## src/rtl/tl_phase_sched.sv

```systemverilog
// Timed phase scheduler for a four-way intersection with left-turn phases.
// Sequences eight phases under min/max green and fixed yellow timing.
module tl_phase_sched #(
    parameter int MIN_GREEN = 4,
    parameter int MAX_GREEN = 16,
    parameter int YELLOW    = 2,
    parameter int CNT_W     = 5
) (
    input  logic             clk,
    input  logic             reset_n,
    input  logic             en,
    input  logic             ta,
    input  logic             tal,
    input  logic             tb,
    input  logic             tbl,
    output logic [1:0]       la,
    output logic [1:0]       lb,
    output logic [2:0]       state,
    output logic [CNT_W-1:0] tmr,
    output logic             phase_chg
);

    typedef enum logic [2:0] {
        AG  = 3'd0,
        AY  = 3'd1,
        AL  = 3'd2,
        ALY = 3'd3,
        BG  = 3'd4,
        BY  = 3'd5,
        BL  = 3'd6,
        BLY = 3'd7
    } phase_e;

    localparam logic [CNT_W-1:0] MIN_M1 = CNT_W'(MIN_GREEN - 1);
    localparam logic [CNT_W-1:0] MAX_M1 = CNT_W'(MAX_GREEN - 1);
    localparam logic [CNT_W-1:0] YEL_M1 = CNT_W'(YELLOW - 1);

    phase_e           state_q, state_d;
    logic [CNT_W-1:0] tmr_q, tmr_d;
    logic             chg_q, chg_d;
    logic             sense;
    logic             exit_c;
    phase_e           nxt;

    // Sensor of the current hold phase and the phase that follows this one
    always_comb begin
        sense = 1'b0;
        nxt   = AG;
        unique case (state_q)
            AG:  begin sense = ta;  nxt = AY; end
            AY:  nxt = tal ? AL : BG;
            AL:  begin sense = tal; nxt = ALY; end
            ALY: nxt = BG;
            BG:  begin sense = tb;  nxt = BY; end
            BY:  nxt = tbl ? BL : AG;
            BL:  begin sense = tbl; nxt = BLY; end
            BLY: nxt = AG;
        endcase
    end

    // Exit test: odd phases are yellow, even phases hold on their sensor
    always_comb begin
        if (state_q[0])
            exit_c = (tmr_q == YEL_M1);
        else
            exit_c = ((tmr_q >= MIN_M1) && !sense) || (tmr_q == MAX_M1);
    end

    // Next phase, timer and change pulse; a low enable freezes everything
    always_comb begin
        state_d = state_q;
        tmr_d   = tmr_q;
        chg_d   = 1'b0;
        if (en) begin
            if (exit_c) begin
                state_d = nxt;
                tmr_d   = '0;
                chg_d   = 1'b1;
            end else begin
                tmr_d = tmr_q + CNT_W'(1);
            end
        end
    end

    // Phase, timer and change-pulse registers
    always_ff @(posedge clk or negedge reset_n) begin
        if (!reset_n) begin
            state_q <= AG;
            tmr_q   <= '0;
            chg_q   <= 1'b0;
        end else begin
            state_q <= state_d;
            tmr_q   <= tmr_d;
            chg_q   <= chg_d;
        end
    end

    // Light heads decoded from the phase alone
    always_comb begin
        la = 2'b11;
        lb = 2'b11;
        unique case (state_q)
            AG:  la = 2'b00;
            AY:  la = 2'b01;
            AL:  la = 2'b10;
            ALY: la = 2'b01;
            BG:  lb = 2'b00;
            BY:  lb = 2'b01;
            BL:  lb = 2'b10;
            BLY: lb = 2'b01;
        endcase
    end

    assign state     = state_q;
    assign tmr       = tmr_q;
    assign phase_chg = chg_q;

endmodule

```

## config.mk

```make
export PLATFORM = sky130hd
export DESIGN_NAME = tl_phase_sched
export DESIGN_NICKNAME = d
export VERILOG_FILES = /design/src/rtl/tl_phase_sched.sv
export SDC_FILE = /design/constraint.sdc
export NUM_CORES = 1
export LEC_CHECK = 0
export CAP_MARGIN = 10
export CORE_MARGIN = 2
export CORE_UTILIZATION = 43
export DETAILED_ROUTE_END_ITERATION = 6
export MAX_ROUTING_LAYER = met4
export PLACE_DENSITY = 0.78
export SYNTH_ARGS = -nofsm -noshare
export SYNTH_HDL_FRONTEND = slang
export SYNTH_SLANG_ARGS = --single-unit
```

## constraint.sdc

```tcl
create_clock -name clk -period 2.2 [get_ports clk]
set_clock_uncertainty 0.05 [all_clocks]
set_input_delay 0.22 -clock clk [delete_from_list [all_inputs] [get_ports clk]]
set_output_delay 0.22 -clock clk [all_outputs]
set_load 0.1 [all_outputs]
```

==> results_dict.tcl <==
set metrics [dict create \
    worst_pin_slew_ns 0.417 \
    path_max_fanout 7 \
    antennaDiodeCount 0 \
    grt_max_degree 10 \
    cp-startpoint "tmr[0]" \
    clk_pin_slew_worst_paths_ns 0.06 \
    hold_slack_ns 0.207 \
    synth-seq-cells 9 \
    yosys.area_share.simple_pct 23.5 \
    hold_violations 0 \
    wl_um 1230 \
    route.vias.total 517 \
    synth_top_family_by_area "simple AND/OR/NAND/NOR gates" \
    rsz0062_at_grt "false" \
    postRouteAntennaNets 0 \
    final_core_util_pct 61.9 \
    syn_to_final_growth_pct 35.0 \
    fin_crit_ns 1.84 \
    hp-class "in -> async" \
    postCtsHoldBufs 0 \
    numClockSinks 9 \
    tns_ns 0 \
    synthAdderAreaFrac_pct 6.29 \
    drive_gt1_share_pct 35.7 \
    period_share_pct 83.8 \
    synth-edff-count 0 \
    ir_worst_vdd_mv 0.817 \
    gp_congestion 0.854 \
    synthTopCellsByCount "dfrtp_1 (9), nand2_1 (6)" \
    numPortBuffers 19 \
    synth_top_area_share_pct 37.7 \
    drt_iter0_markers 4 \
    fmax_mhz 542 \
    antenna_found_initial 0 \
    worstSetupStartpointType "flop" \
    fp.dieH_um 41.3 \
    ctsResizeCount 0 \
    die_x_um 41.3 \
    synthFlopType "dfrtp_1" \
    grtUsageTotal_pct 18.9 \
    grt_pass1_wl_um 1940 \
    relSlewSlack_pct 72.1 \
    grt_overflow 0 \
    async_reset_ff_share_pct 100 \
    fillers 119 \
    maxCapViolCount 0 \
    rows 13 \
    reg2reg_from "tmr[0]" \
    synth-compound-area-share_pct 20.5 \
    maxSlewViolCount 0 \
    crit_arrival_ns 1.95 \
    worstSkewPairLatency_ns 0.26 \
    crit_type "reg -> reg" \
    synthCells 62 \
    yosys-top-cells-area "dfrtp_1 (38%), ha_1 (6.3%), o32ai_4 (4.6%), nand2b_1 (4.2%), nor2b_1 (4.2%)" \
    status "complete, no violations" \
    num-nets-final 95 \
    synthesis.nets 72 \
    synthMuxAreaShare_pct 7.13 \
    post-synth-top-area-cell "dfrtp_1" \
    cts_root_buf "clkbuf_4" \
    cts_inserted_buffers 3 \
    vias_per_cell 5.22 \
    post_cts_buffers 0 \
    synth.distinct_cells 27 \
    routedWlPerCell_um 12.4 \
    endpoint_kind "flop" \
    mappedNetlistArea_um2 597 \
    grt_pass1_vias 471 \
    synth_most_common_cell "dfrtp_1" \
    first_pass_iters 4 \
    cp.required_ns 2.30 \
    cts_max_path_buffers 2 \
    cts_tree "yes" \
    core-area_mm2 0.00130 \
    die_area_mm2 0.00170 \
    yosysWarnings 0 \
    drc_errors 0 \
    hpwl_um 976 \
    powerDensity_mw_per_mm2 1440 \
    yosysSeqAreaShare_pct 37.7 \
    synth_xor_area_share_pct 1.47 \
    htree_levels 1 \
    avgSynthCellArea_um2 9.63 \
    boundaryPins 20 \
    leakagePower_nw 0.354 \
    setup_viol 0 \
    start_util_pct 45.9 \
]
[power breakdown]
group / internal, mW / leakage, nW / switching (mW)
clock network: 0.0671 / 0.0177 / 0.0601
logic: 0.184 / 0.235 / 0.546
registers: 0.218 / 0.102 / 0.0854
[cell type report]
type / count / area, um2 / share of cell area (%)
inverters: 3 / 11.3 / 1.40
clock inverters: 1 / 5.00 / 0.621
multi-input cells: 48 / 354 / 43.9
repair buffers: 20 / 165 / 20.5
flip-flops and latches: 9 / 229 / 28.4
well taps: 15 / 18.8 / 2.33
clock buffers: 3 / 22.5 / 2.80
[routing by layer]
layer	vias up	part of all wire, %	global-route usage (%)
met5	-	0	-
met4	0	1.6	12.1
met3	4	6.9	3.26
met2	20	45	30.1
met1	231	46	21.7
li1	262	-	-
[cell families after synthesis]
family,count (synthesis)
adders and majority gates,3
muxes,4
buffers and inverters,5
AOI/OAI and AO/OA,15
DFF,9
xor gates and xnor gates,1
and+or+nand+nor,25
[registers in the layout (all words and copies together) (netlist names)]
name,count
tmr,5
state,3
phase_chg,1
[worst max-delay path, stage by stage (launching register included)]
cell	delay, ns
dfrtp_2	0.45
ha_1	0.23
and3_2	0.22
ha_1	0.20
o32ai_2	0.31
a21oi_2	0.10
and2_1	0.17
[worst paths after layout]
| kind | endpoint | slack (ns) | depth (start not counted) |
|---|---|---|---|
| max | phase_chg | 0.36 | 6 |
| min | tmr[3] | 0.21 | 1 |
| max reg2reg | phase_chg | 0.36 | 6 |
| min reg2reg | tmr[0] | 0.56 | 2 |
| max in group asynchronous | state[1] | 1.57 | 1 |
| min in group clk | tmr[0] | 0.56 | 2 |
[metrics by stage]
step / instances / total power, mW / setup slack (ns) / cell area (um2)
after floorplan: 62 / 0.879 / 0.0524 / 603
after global placement: 95 / 1.04 / 0.420 / 778
after detailed placement: 95 / 1.04 / 0.364 / 778
after CTS: 99 / 1.17 / 0.357 / 806
after global routing: 99 / 1.23 / 0.260 / 806
final: 99 / 1.16 / 0.356 / 806
[placed cells by master (no fill, tap or decap), types with 2 or more instances in the layout]
cell	netlist	final
a21oi_1	4	4
ha_1	3	3
nor2b_1	4	4
clkdlybuf4s50_1	0	6
nand2b_1	4	3
dfrtp_2	0	3
dfrtp_1	9	6
buf_4	0	14
inv_1	3	3
clkbuf_4	0	3
mux2i_1	2	2
nand2_1	6	6
nor2_1	3	3
mux2_2	2	2
o21ai_0	4	4
nand3_1	3	3
Power figures use the tool's default switching activity.
